--- src/rtl/result_buffer.sv ---
// Result buffer: captures one-cycle result strobes into a small FWFT FIFO and
// drains them to a consumer over valid/ready, flagging any dropped result.
module result_buffer #(
  parameter int DATA_W = 16,
  parameter int DEPTH  = 4,
  parameter int CNT_W  = 8
) (
  input  logic                     clk,
  input  logic                     rst,
  input  logic                     in_valid,
  input  logic [DATA_W-1:0]        in_data,
  output logic                     out_valid,
  output logic [DATA_W-1:0]        out_data,
  input  logic                     out_ready,
  output logic                     full,
  output logic                     empty,
  output logic [$clog2(DEPTH):0]   count,
  output logic                     overflow,
  output logic [CNT_W-1:0]         results_total
);

  localparam int PTR_W = $clog2(DEPTH);
  localparam int CW    = PTR_W + 1;

  logic [DATA_W-1:0] mem_q [DEPTH];
  logic [PTR_W-1:0]  wr_ptr_q, wr_ptr_d;
  logic [PTR_W-1:0]  rd_ptr_q, rd_ptr_d;
  logic [CW-1:0]     count_q, count_d;
  logic              overflow_q, overflow_d;
  logic [CNT_W-1:0]  total_q, total_d;
  logic              push, pop, drop;

  // Flags come only from registered count, so out_valid never sees in_valid.
  assign empty     = (count_q == '0);
  assign full      = (count_q == CW'(DEPTH));
  assign out_valid = ~empty;
  assign out_data  = mem_q[rd_ptr_q];
  assign count     = count_q;
  assign overflow  = overflow_q;
  assign results_total = total_q;

  assign pop  = out_valid & out_ready;
  assign push = in_valid & (~full | pop);
  assign drop = in_valid & full & ~pop;

  always_comb begin
    // NOTE: every always_comb output gets a default first so no path infers a latch.
    wr_ptr_d   = wr_ptr_q;
    rd_ptr_d   = rd_ptr_q;
    count_d    = count_q;
    overflow_d = overflow_q | drop;
    total_d    = total_q;

    if (push) begin
      wr_ptr_d = wr_ptr_q + PTR_W'(1);
      total_d  = total_q + CNT_W'(1);
    end
    if (pop) begin
      rd_ptr_d = rd_ptr_q + PTR_W'(1);
    end

    case ({push, pop})
      2'b10:   count_d = count_q + CW'(1);
      2'b01:   count_d = count_q - CW'(1);
      default: count_d = count_q;
    endcase
  end

  // NOTE: storage is deliberately not reset; count gates visibility, so stale words never leak out.
  always_ff @(posedge clk) begin
    if (push) begin
      mem_q[wr_ptr_q] <= in_data;
    end
  end

  always_ff @(posedge clk) begin
    // NOTE: sequential state uses non-blocking assignments so every register samples pre-edge values.
    if (rst) begin
      wr_ptr_q   <= '0;
      rd_ptr_q   <= '0;
      count_q    <= '0;
      overflow_q <= 1'b0;
      total_q    <= '0;
    end else begin
      wr_ptr_q   <= wr_ptr_d;
      rd_ptr_q   <= rd_ptr_d;
      count_q    <= count_d;
      overflow_q <= overflow_d;
      total_q    <= total_d;
    end
  end

endmodule

--- config.mk ---
export PLATFORM = sky130hd
export DESIGN_NAME = result_buffer
export DESIGN_NICKNAME = d
export VERILOG_FILES = /design/src/rtl/result_buffer.sv
export SDC_FILE = /design/constraint.sdc
export NUM_CORES = 1
export LEC_CHECK = 0
export ABC_AREA = 1
export CORE_ASPECT_RATIO = 0.5
export CORE_MARGIN = 8
export CORE_UTILIZATION = 35
export CTS_BUF_LIST = sky130_fd_sc_hd__clkbuf_4 sky130_fd_sc_hd__clkbuf_8
export CTS_CLUSTER_DIAMETER = 60
export DETAILED_ROUTE_END_ITERATION = 6
export MAX_ROUTING_LAYER = met4
export SYNTH_ARGS = -nofsm -noshare
export SYNTH_HDL_FRONTEND = slang
export SYNTH_SLANG_ARGS = --single-unit
--- constraint.sdc ---
create_clock -name clk -period 2 [get_ports clk]
set_input_delay 0.5 -clock clk [delete_from_list [all_inputs] [get_ports clk]]
set_output_delay 0.5 -clock clk [all_outputs]
set_load 0.1 [all_outputs]
After elaboration in Yosys (flattened, before gate mapping)
Memory sizes are Yosys's and may differ from the RTL's. A register that Yosys moved wholly into a read port is not among the register bits.
Index checks and enable logic that the tools add are counted.
- bits in registers: 16
- logic and storage cells: 30
- memories kept: 1
- bits in writable memories: 64
- input bits: 20
- memory list (memory ; words ; width ; read ports ; clocked after Yosys merged registers in ; wr ports ; RTL line ; RTL):
    mem_q ; 4 ; 16 ; 1 ; 1 ; 1 ; 25 ; logic [DATA_W-1:0] mem_q [DEPTH];
- bitwise gates (word level): 9
- add/sub/neg operators: 5
- equality and inequality tests: 3
- reduce and logical (&&, ||, !) cells: 2
- muxes and demuxes: 5
- operator list (operator ; count):
    adder 8 x 1 -> 8 bit, second input constant ; 1
    case mux 3 bit (2 select lines) ; 1
    adder 2 x 1 -> 2 bit, second input constant ; 2
    AND 1 bit ; 4
    two-way mux 2 bit ; 2
    adder 3 x 1 -> 3 bit, second input constant ; 1
    equality test 3 bit, second input constant ; 1
    zero test 3 bit ; 1
    inverter 1 bit ; 3
    subtractor 3 x 1 -> 3 bit, second input constant ; 1
    equality test 2 x 1 -> 1 bit, second input constant ; 1
    equality test 2 bit, second input constant ; 1
    two-way mux 1 bit ; 2
    OR 1 bit ; 2
    nonzero test 2 bit ; 1

Longest topological paths before layout
Gate-level depths: netlist (run 1).
- depth in word-level cells: 7
- depth in mapped cells: 11
- mapped depth without buffers: 11

Worst setup path after synthesis (run 1)
OpenSTA, ideal clock, no wires.
- path type: register to output
- from: register count_q[2] (netlist: count[2])
- to: output empty
- slack: -1.072 ns
- arrival time: 2.572 ns
- data required time: 1.500 ns
- path buffers: 0
- stages on the path, launching flop included: 4
- cell sequence: dfxtp_1 > inv_1 > nand2_1 > inv_1
- cells in the longest elaborated chain, start to end: 1
- ends and longest elaborated chain (item ; RTL line ; RTL):
    start: declaration ; 28 ; logic [CW-1:0] count_q, count_d;
    start signal: assignment ; 87 ; count_q <= count_d;
    zero test 3 bit ; 34 ; assign empty = (count_q == '0);
    end: declaration ; 16 ; output logic empty,
Every way passes these cells.

==> results of run 1 <==
## state kept, by name, summed over array words and instances (netlist names), named ones only
name,count
count,3
wr_ptr_q,2
rd_ptr_q,2
results_total,8
overflow,1
mem_q,64
## through the flow
| stage | setup WS [ps] | cell area, um2 |
|---|---|---|
| global placement | -16.9 | 4670 |
| detailed placement | -58.3 | 4670 |
| finish | 32.7 | 4990 |
| global route | -41.1 | 4990 |
| floorplan | -52.7 | 3580 |
| CTS | -19.5 | 4990 |
## timing repair
action / 4_1_cts / 5_1_grt
gates resized for setup: 46 / 11
setup endpoints to repair: 16 / 15
gates cloned: 1 / 0
pin swaps: 0 / 0
setup buffers: 5 / 0
## cells by family (layout without fill, tap and decap cells)
logic type / Yosys count / in the layout / synth area share
flip-flops: 82 / 82 / 0.690
adder cells (fa/ha/maj): 6 / 6 / 0.0250
AND/OR/NAND/NOR: 89 / 89 / 0.120
AO/OA/AOI/OAI: 69 / 69 / 0.112
XOR/XNOR: 2 / 2 / 0.00530
buffers and inverters: 38 / 114 / 0.0481
## placed cells by master, fill, tap and decap left out, types with 5 or more instances in the layout
cell              n
a21oi_1          12
dfxtp_1          13
nand3_1           7
o22ai_4          16
nand4_1           5
nand2_1          20
o21ai_0           9
o21ai_1          14
clkbuf_8          9
ha_1              5
buf_12           37
o21ai_2          16
buf_4            12
clkdlybuf4s50_1  19
edfxtp_1         64
nor2_1           40
nand2_2           5
inv_1            24
## power by group through the flow
stage / Combinational (uW) / Sequential [uW] / Clock, uW
after global placement: 2430 / 2050 / 0
final: 2560 / 2020 / 1010
after global routing: 2680 / 2030 / 1120
after detailed placement: 2460 / 2050 / 0
after floorplan: 1460 / 2180 / 0
after CTS: 2580 / 2020 / 1050
## worst max-delay path by stage
stage                     startpoint          end  slack, ps
after floorplan             count[1]        empty        -50
after CTS                  flip-flop  out_data[9]        -20
after global routing       flip-flop  out_data[9]        -40
after global placement     out_ready     count[2]        -20
after detailed placement   out_ready     count[2]        -60
final                      flip-flop  out_data[9]         30
## worst min-delay path, stage by stage, from the launching register on
cell and delay [ps]:
dfxtp_1 300, inv_1 60, a21oi_1 70
## cell type report
type,count,area [um2]
Inverter,28,109
Tap cell,121,151
Fill cell,792,4330
Multi-Input combinational cell,166,1200
Clock buffer,10,131
Sequential cell,82,2300
Clock inverter,5,32.5
Timing Repair Buffer,71,1070
## routing by layer
layer / track usage / routed length [um] / vias up
li1: - / - / 1142
met1: 0.129 / 3030 / 1122
met2: 0.210 / 3700 / 43
met3: 0.0410 / 273 / 13
met4: 0.0574 / 159 / 0
met5: - / 0 / -
==> out/qor.csv, run 1 <==
metric,value,unit
drt-total-wl,7150,um
final.setup.tns,0,ps
drive_above_1_share,0.340,
synth-async-reset-ratio,0,
drt_first_pass_iters,4,
report.final.setup_viol,0,
clock_power_share,0.180,
antenna_found_initial,0,
post-synth-top-area-fraction,0.581,
result_of_the_run,"finished, final reports clean",
holdWs,473,ps
design_power_total,5600,uW
synth_ff_type,edfxtp_1,
start_kind,flip-flop,
number_of_i_o_pins,51,
clk_path_buf_depth,2,
routedWlPerCell,14.8,um
die_width,153,um
grt_usage,0.123,
crit_buf_inv,2,
arrival,1470,ps
synth_seq_cells,82,
pin_slew_with_the_least_headroom_to_its_limit,349,ps
power_density,1120,nW/um2
cts_buffers,9,
postLayoutCoreUtil,0.536,
place.port_buffers,50,
total_count_of_hold_check_failures_in_the_final_report,0,
initial_utilization,0.355,
area.growth.synth_to_final,51.0,%
grt_max_degree,18,
num_rows,25,
die-area,13000,um2
grt_first_pass_wirelength,12100,um
hpwlAfterDp,4870,um
timing.critical_path.fanout_max,14,
fin_cells,483,
clk_transition_reported_paths,80,ps
irDropWorstVdd,408,uV
die_span_y,84.7,um
total_switching_power,2260,uW
place_congestion,0.807,
clk_sink_count,82,
global_route.overflow_total,0,
detailroute.via_count,2320,
worst_r2r_startpoint,count[2],
cell_family_contributing_the_most_delay_on_the_critical_path,compound AO/OA/AOI/OAI gates,
endpoint_type_of_the_worst_setup_path,primary output,
internal_power,3330,uW
final_nets,384,
holdBufCountCts,0,
cts_tree,done,
synth.yosys.warnings,0,
netlist-cell-type-count,24,
achievable-frequency,508,MHz
syn-instance-count,286,
timing.critical_path.slowest_stage_cell,dfxtp_2,
max_clock_skew,10.0,ps
synth_top_area_cell,edfxtp_1,
seq_area_frac_synth,0.690,
h-tree-depth,3,
comb_power_share,0.458,
fin_crit,1970,ps
route.detailed.drc,0,
routed_via_density,4.80,
min-delay-path-class,reg2reg,
power_leakage,0.00182,uW
synthesis.nets,312,
timing.hold.worst_path_depth,2,
critical_path_cell_count,4,
n_antenna_cell,0,
worstSkewPairLatency,350,ps
seqPwrFrac,0.361,
cts_root_buffer,clkbuf_8,
cell_count_after_placement,462,
post_synth_instance_area,3310,um2
final-max-slew-violation-count,0,
cp_data_required_time,1500,ps
first_iter_violations,79,
netlist_top_cells_area,"edfxtp_1 58%, dfxtp_1 11%, o21ai_0 5.9%",
worst_reg_to_reg_path_cell_count,10,
grt_setup_unrepaired,true,
core_area,9320,um2
syn-mean-instance-area,11.6,um2
cp_cell_sequence,buf_6 > o21ai_0 > o22ai_4 > buf_12,
timing.rr.end,count[2],
maxSlewHeadroom,0.765,
slowest_delay,340,ps
drv.max_cap_violation_count,0,
synth_common_cells,"64 x edfxtp_1, 47 x nor2_1, 39 x o21ai_0, 26 x inv_1, 21 x nand2_1",
first_global_vias,2561,
synth_enable_flop_cells,64,
post-route-period-util,0.984,
min_from,rd_ptr_q[1],
reg2reg_slack,370,ps
power_switching_share,0.404,
synth_most_common_cell,edfxtp_1,
critPathKind,reg2out,
ant_nets,0,
No activity file was read; power rests on OpenSTA's default activity.
==> run 2: changes to the inputs <==
- CAP_MARGIN: default -> 25
==> results of run 2 <==
The final DEF is identical to that of run 1; final timing and power are the same.
==> run 3: changes to the inputs <==
- CORE_MARGIN: 8 -> 2
==> out/qor.csv, run 3 (synthesis results as in run 1) <==
metric,value,unit
detailroute.via_count,2352,
drt_first_pass_iters,4,
cp_data_required_time,1500,ps
cts_tree,done,
num_rows,25,
total_count_of_hold_check_failures_in_the_final_report,0,
nFillCells,767,
place.port_buffers,50,
ant_nets,0,
slowest_delay,420,ps
worstSkewPairLatency,340,ps
die-area,10300,um2
power_density,1140,nW/um2
grt_first_pass_wirelength,11300,um
grt_setup_unrepaired,true,
clk_path_buf_depth,2,
arrival,1470,ps
timing.critical_path.fanout_max,8,
initial_utilization,0.355,
routed_via_density,4.89,
design_power_total,5820,uW
timing.rr.end,count[2],
cts_root_buffer,clkbuf_8,
final.setup.tns,0,ps
core_area,9320,um2
first_global_vias,2379,
result_of_the_run,"finished, final reports clean",
drt-total-wl,6840,um
crit_buf_inv,3,
routedWlPerCell,14.2,um
post_route_cell_area,5120,um2
cell_family_contributing_the_most_delay_on_the_critical_path,flip-flops,
final_nets,381,
antenna_found_initial,0,
clk_sink_count,82,
report.final.setup_viol,0,
first_iter_violations,90,
cts_buffers,9,
area.growth.synth_to_final,54.7,%
max_clock_skew,8.88,ps
global_route.overflow_total,0,
worst_r2r_startpoint,count[2],
cp_cell_sequence,inv_6 > clkbuf_16 > nor2_1 > o22ai_4 > buf_12,
power_leakage,0.00184,uW
place_congestion,0.817,
timing.critical_path.slowest_stage_cell,dfxtp_4,
die_width,141,um
post-route-period-util,0.984,
endpoint_type_of_the_worst_setup_path,primary output,
reg2reg_slack,330,ps
worst_reg_to_reg_path_cell_count,10,
min_from,rd_ptr_q[1],
grt_usage,0.147,
max_flop_register,mem_q,
fin_crit,1970,ps
holdWs,463,ps
drive_above_1_share,0.392,
hpwlAfterDp,4420,um
register_area,2300,um2
holdBufCountCts,0,
postLayoutCoreUtil,0.549,
maxSlewHeadroom,0.763,
die_span_y,72.7,um
n_antenna_cell,0,
irDropWorstVdd,460,uV
multi_input_area,1260,um2
final-max-slew-violation-count,0,
mostFrequentLayoutCell,edfxtp_1,
clk_transition_reported_paths,70,ps
most_frequent_cells_in_the_layout,"64 x edfxtp_1, 38 x buf_12, 24 x inv_1",
largest_reg_flops,64,
critPathKind,reg2out,
placedInstanceArea,4670,um2
min-delay-path-class,reg2reg,
timing.hold.worst_path_depth,2,
h-tree-depth,3,
pin_slew_with_the_least_headroom_to_its_limit,355,ps
start_kind,flip-flop,
drv.max_cap_violation_count,0,
number_of_i_o_pins,51,
route.detailed.drc,0,
achievable-frequency,508,MHz
grt_max_degree,17,
## run 3: worst max path at each step
| stage | to | depth (start not counted) |
|---|---|---|
| 2_1_floorplan | empty | 3 |
| 3_3_place_gp | count[2] | 9 |
| 3_5_place_dp | count[2] | 9 |
| 4_1_cts | out_data[7] | 5 |
| 5_1_grt | out_data[15] | 5 |
| 6_report | out_data[4] | 5 |
## run 3: area by class of cell
cell class              instances  share of cell area
inverters                      28              0.0222
well taps                     121              0.0296
clock inverters                 6              0.0130
multi-input cells             166               0.247
repair buffers                 68               0.213
clock buffers                  10              0.0257
flip-flops and latches         82               0.450
## run 3: through the flow
| step | instances | setup slack (ps) |
|---|---|---|
| after floorplan | 286 | -52.7 |
| after global placement | 461 | -9.70 |
| after detailed placement | 461 | -108 |
| after CTS | 480 | -19.9 |
| after global routing | 481 | -25.3 |
| final | 481 | 32.7 |
## run 3: worst register-to-register path, stage by stage (launching register included)
cell	delay [ps]
dfxtp_4	380
inv_1	110
nand2_8	110
nand2_2	60
inv_2	60
nand2_2	60
fa_1	410
inv_1	80
nand4_1	110
a21oi_1	140
nor2_1	60
## run 3: per-layer routing
| layer | part of all wire | global-route usage | routed length, um | up-vias |
|---|---|---|---|---|
| met3 | 0.042 | 0.0420 | 289 | 5 |
| li1 | - | - | - | 1137 |
| met5 | 0 | - | 0 | - |
| met4 | 0.0073 | 0.0400 | 50 | 0 |
| met1 | 0.44 | 0.178 | 2990 | 1151 |
| met2 | 0.51 | 0.246 | 3510 | 59 |
## run 3: repair_timing
action | CTS | global route
endpoints found under the hold margin | 0 | 0
gates resized for setup | 41 | 41
gates cloned | 2 | 1
setup endpoints to repair | 16 | 16
setup buffers | 1 | 0
## run 3: power breakdown
group	switching (uW)	internal [uW]
Clock	572	595
Combinational	1650	965
Sequential	81.1	1960
Total	2300	3520
==> RTL change 1: new RTL, settings of run 1 <==
Register the output `overflow` once more, cleared by the reset; this adds one clock of latency there. The other outputs are not delayed to match.
--- a/src/rtl/result_buffer.sv
+++ b/src/rtl/result_buffer.sv
@@ -37,5 +37,11 @@
   assign out_data  = mem_q[rd_ptr_q];
   assign count     = count_q;
-  assign overflow  = overflow_q;
+  always_ff @(posedge clk) begin
+    if (rst) begin
+      overflow <= '0;
+    end else begin
+      overflow <= overflow_q;
+    end
+  end
   assign results_total = total_q;
 
Behaviour: not the same (Yosys sat finds a counterexample within 10 cycles, from zero or initial values and one cycle with rst high).
==> RTL change 1 against run 1 <==
The run now ends with setup timing left; routed wire length increased by 11%; non-clock buffer count decreased by 1; total power increased by 6.3%; design area increased by 4.1%; area after synthesis increased by 0.26%; sequential cell count increased by 1; clock power increased by 18%; via count increased by 2.3%; worst setup slack got worse by 0.035 ns; largest power group unchanged; critical path type unchanged.
==> RTL change 1: results (changes against run 1) <==
metric;value;unit;change
dr_total_vias;2373;;was 2,320
synth_cell_types;21;;was 24
routed_wl;7940;um;was 7150 um
synth_compound_area_share;10.8;%;was 11.2%
irDropWorstVdd;0.982;mV;was 0.408 mV
n_fill_cell;767;;was 792
drive_gt1_share;37.8;%;was 34.0%
fin_nets;383;;was 384
setup_ws;-0.00232;ns;was 0.0327 ns
postPlaceCellArea;4690;sq um;was 4670 sq um
violations;setup timing;;
setup_viol;2;;was 0
p_sw;2.38;mW;was 2.26 mW
synth_xor_area_share;0.792;%;was 0.530%
regArea;2320;sq um;was 2300 sq um
postRouteAntennaNets;0;;unchanged
grt_start_max_net_pins;17;;was 18
synth_area_leaders;edfxtp_1 58%, dfxtp_1 11%, o21ai_0 5.7%;;was edfxtp_1 58%, dfxtp_1 11%, o21ai_0 5.9%
fin_worst_skew;0.0117;ns;was 0.0100 ns
seq_area_frac_synth;69.4;%;was 69.0%
cts_max_level;3;;unchanged
cp_slowest_cell;dfxtp_4;;was dfxtp_2
cts_buffers;9;;unchanged
leakagePower;1.87;nW;was 1.82 nW
track_usage;12.7;%;was 12.3%
cts.clk_slew.worst_paths;0.08;ns;about the same
cpPeakStageDelay;0.45;ns;was 0.34 ns
cp_max_fo;16;;was 14
hold_class;reg2reg;;unchanged
grt_pass1_vias;2484;;was 2,561
initialDrtViolationCount;109;;was 79
synth-adder-area-share;2.49;%;was 2.50%
status;finished, violations left;;was completed
wl_per_cell;16.4;um;was 14.8 um
place_congestion;0.800;;was 0.807
grt_pass1_wl;12500;um;was 12,100 um
ys_top_cells_by_count;64 x edfxtp_1, 50 x nor2_1, 38 x o21ai_0, 26 x inv_1, 21 x nand2_1;;was 64 x edfxtp_1, 47 x nor2_1, 39 x o21ai_0, 26 x inv_1, 21 x nand2_1
timing.setup.tns;-0.00455;ns;was 0 ns
post-dp-hpwl;4790;um;was 4870 um
avgSynthCellArea;11.6;sq um;about the same
worstMarginPinSlew;0.336;ns;was 0.349 ns
worstPathArrival;1.50;ns;was 1.47 ns
post-place-ws;-0.164;ns;was -0.0583 ns
[RTL change 1: cell types whose count changed in the layout (fill, tap and decap cells not counted), sizes merged, moves of 2 or more]
cell and change:
nor2 +4, nand2 -2, clkbuf +2, xor2 +2
buf -3
[RTL change 1: worst max-delay path: cells and delay by family, from the launching register on]
kind	cells	cell delay, ns
flops	1	0.45
buf+inv	3	0.41
compound gates	2	0.27
[RTL change 1: cell families (layout without fill, tap and decap cells)]
logic type | Yosys count | after routing
buffers and inverters | 37 | 113
adders and majority gates | 6 | 6
xor gates and xnor gates | 3 | 3
and+or+nand+nor | 90 | 90
AOI/OAI and AO/OA | 67 | 67
DFF | 83 | 83
[RTL change 1: what timing repair did]
| item | in CTS | in global routing |
|---|---|---|
| setup endpoints to repair | 16 | 16 |
| hold endpoints to repair | 0 | 0 |
| pin swaps | 2 | 3 |
| gates cloned | 2 | 2 |
| buffers inserted | 1 | 0 |
| gates resized for setup | 63 | 21 |
[RTL change 1: power by group through the flow]
| stage | combinational [mW] | sequential (mW) | clock [mW] |
|---|---|---|---|
| floorplan | 1.47 | 2.20 | 0 |
| global placement | 2.45 | 2.07 | 0 |
| detailed placement | 2.48 | 2.07 | 0 |
| CTS | 2.63 | 2.05 | 1.23 |
| global route | 2.81 | 2.08 | 1.30 |
| finish | 2.70 | 2.06 | 1.19 |
[RTL change 1: path summary, 6_finish.rpt]
path                                  from     endpoint  slack [ns]  cells after the start
worst min-delay path            overflow_q     overflow        0.45                      2
worst max-delay path             flip-flop  out_data[8]      -0.002                      5
worst max register to register    count[2]     count[2]        0.26                     10
worst min register to register  overflow_q     overflow        0.45                      2
[RTL change 1: cell type report]
| class | instances | area share (%) |
|---|---|---|
| flip-flops and latches | 83 | 44.6 |
| multi-input cells | 166 | 24.8 |
| repair buffers | 70 | 21.6 |
| well taps | 121 | 2.91 |
| clock buffers | 10 | 2.53 |
| inverters | 27 | 2.29 |
| clock inverters | 6 | 1.23 |
[RTL change 1: per-layer routing]
layer	GRT usage (%)	share of wire [%]	up-vias
met4	3.71	1.2	0
li1	-	-	1147
met5	-	0	-
met2	21.0	51	41
met3	3.70	3.3	8
met1	15.0	44	1177
==> RTL change 2: new RTL, config.mk and constraints of run 1 <==
Made on the original files. The parameter `CNT_W` goes from 8 to 12.
--- a/src/rtl/result_buffer.sv
+++ b/src/rtl/result_buffer.sv
@@ -4,5 +4,5 @@
   parameter int DATA_W = 16,
   parameter int DEPTH  = 4,
-  parameter int CNT_W  = 8
+  parameter int CNT_W  = 12
 ) (
   input  logic                     clk,
Interface: changed (resized results_total); port bits go from 51 to 55. No check against the original RTL was run, so the function may have changed too.
==> RTL change 2 against run 1 <==
Critical path depth grew 1; design area is 9.8% higher; area after synthesis increased by 5.0%; final cell count up 9.5%; maximum frequency shrank 0.82%; total power increased by 6.3%; die area rose by 4.3%; worst setup slack got worse by 0.016 ns; routed wire length grew 22%; sequential cell count grew 4; clock power rose by 35%.
==> RTL change 2: results (changes against run 1) <==
metric;value;unit;change
cts.clk_slew.worst_paths;0.08;ns;about the same
cts_buffers;9;;unchanged
fin_nets;415;;was 384
routed_wl;8700;um;was 7150 um
n_antenna_cell;0;;unchanged
reg2reg_setup_slack;0.40;ns;was 0.37 ns
busiest_layer;met2;;unchanged
synthArstFlopShare;0;%;unchanged
use_met1;15.4;%;was 12.9%
ctsLongestPathBuffers;2;;unchanged
hold_start;rd_ptr_q[1];;unchanged
first_pass_iters;5;;was 4
place_congestion;0.821;;was 0.807
grt_antenna_before_repair;0;;unchanged
drive_gt1_share;40.9;%;was 34.0%
worst-r2r-cell-count;10;;unchanged
status;completed;;unchanged
synth_cell_types;28;;was 24
regMostFlops;mem_q;;unchanged
postPlaceCellArea;4920;sq um;was 4670 sq um
grt_pass1_vias;2750;;was 2,561
yosys_warnings;0;;unchanged
reg2reg_from;count[2];;unchanged
synth_edf_count;64;;unchanged
worstPathArrival;1.48;ns;
syn_nets;335;;was 312
synth_area_leaders;edfxtp_1 55%, dfxtp_1 13%, nor2_1 6.1%;;was edfxtp_1 58%, dfxtp_1 11%, o21ai_0 5.9%
ys_top_cells_by_count;64 x edfxtp_1, 56 x nor2_1, 38 x o21ai_0, 27 x inv_1, 22 x dfxtp_1;;was 64 x edfxtp_1, 47 x nor2_1, 39 x o21ai_0, 26 x inv_1, 21 x nand2_1
io_buffers;54;;was 50
drc;0;;unchanged
leakagePower;1.95;nW;was 1.82 nW
hold_depth;1;;was 2
grt_use_met3;4.81;%;was 4.10%
postRouteAntennaNets;0;;unchanged
cts_max_level;3;;unchanged
grt_start_max_net_pins;19;;was 18
via_per_inst;4.89;;was 4.80
grt_use_met2;23.7;%;was 21.0%
hold_class;reg2reg;;unchanged
root_buffer;clkbuf_8;;unchanged
post-place-ws;-0.0546;ns;was -0.0583 ns
irDropWorstVdd;0.405;mV;was 0.408 mV
track_usage;13.9;%;was 12.3%
worstMarginPinSlew;0.312;ns;was 0.349 ns
initialDrtViolationCount;126;;was 79
grt_pass1_wl;14000;um;was 12,100 um
worstReg2RegEnd;count[2];;unchanged
post-dp-hpwl;5360;um;was 4870 um
seq_area_frac_synth;68.0;%;was 69.0%
fin_worst_skew;0.0121;ns;was 0.0100 ns
largest_register_ffs;64;;unchanged
clk_latency;0.36;ns;
cp_max_fo;8;;was 14
## RTL change 2: how the worst max path moves through the flow
stage	slack, ns	cells past startpoint	endpoint	from
CTS	-0.03	5	out_data[1]	flip-flop
global route	-0.04	5	out_data[14]	flip-flop
global placement	-0.02	9	count[2]	out_ready
finish	0.02	5	out_data[14]	flip-flop
floorplan	0.01	3	empty	count[0]
detailed placement	-0.05	9	count[2]	out_ready
## RTL change 2: worst max-delay path: stages (launching register included)
cell and delay [ns]:
dfxtp_4 0.40, buf_6 0.14, clkbuf_16 0.18, nor2_2 0.06, o22ai_4 0.14, buf_12 0.20
## RTL change 2: power breakdown
| part | switching [mW] | leakage [nW] | internal (mW) |
|---|---|---|---|
| logic | 1.55 | 1.07 | 0.915 |
| registers | 0.0848 | 0.771 | 2.03 |
| clock network | 0.634 | 0.116 | 0.730 |
## RTL change 2: per-stage QoR
| step | hold WS (ns) | instances | total power, mW |
|---|---|---|---|
| after CTS | 0.466 | 528 | 5.95 |
| after global placement | 0.436 | 505 | 4.33 |
| after detailed placement | 0.455 | 505 | 4.37 |
| after global routing | 0.495 | 529 | 6.17 |
| final | 0.476 | 529 | 5.95 |
| after floorplan | 0.418 | 309 | 3.56 |
## RTL change 2: cell families after synthesis
family / Yosys count / share of synthesized area, %
and+or+nand+nor: 102 / 13.1
DFF: 86 / 68.0
AOI/OAI and AO/OA: 74 / 11.7
buffers and inverters: 40 / 4.58
adders and majority gates: 6 / 2.38
xor gates and xnor gates: 1 / 0.252
## RTL change 2: timing repair
action | 4_1_cts | 5_1_grt
gates resized for setup | 84 | 11
setup endpoints to repair | 16 | 16
pin swaps | 0 | 6
cloned | 4 | 1
setup buffers | 3 | 0
## RTL change 2: cell type report
type                       count  area, sq um
multi-input combinational    183         1370
clock inverter                 6         93.8
clock buffer                  10          131
inverter                      30          121
tap                          135          169
timing repair buffer          79         1220
fill                         753         4060
sequential                    86         2380
## RTL change 2: metal layers
metal	vias up	share of wire, %
met5	-	0
met4	0	1.7
met3	11	5.4
met2	67	51
met1	1262	42
li1	1249	-
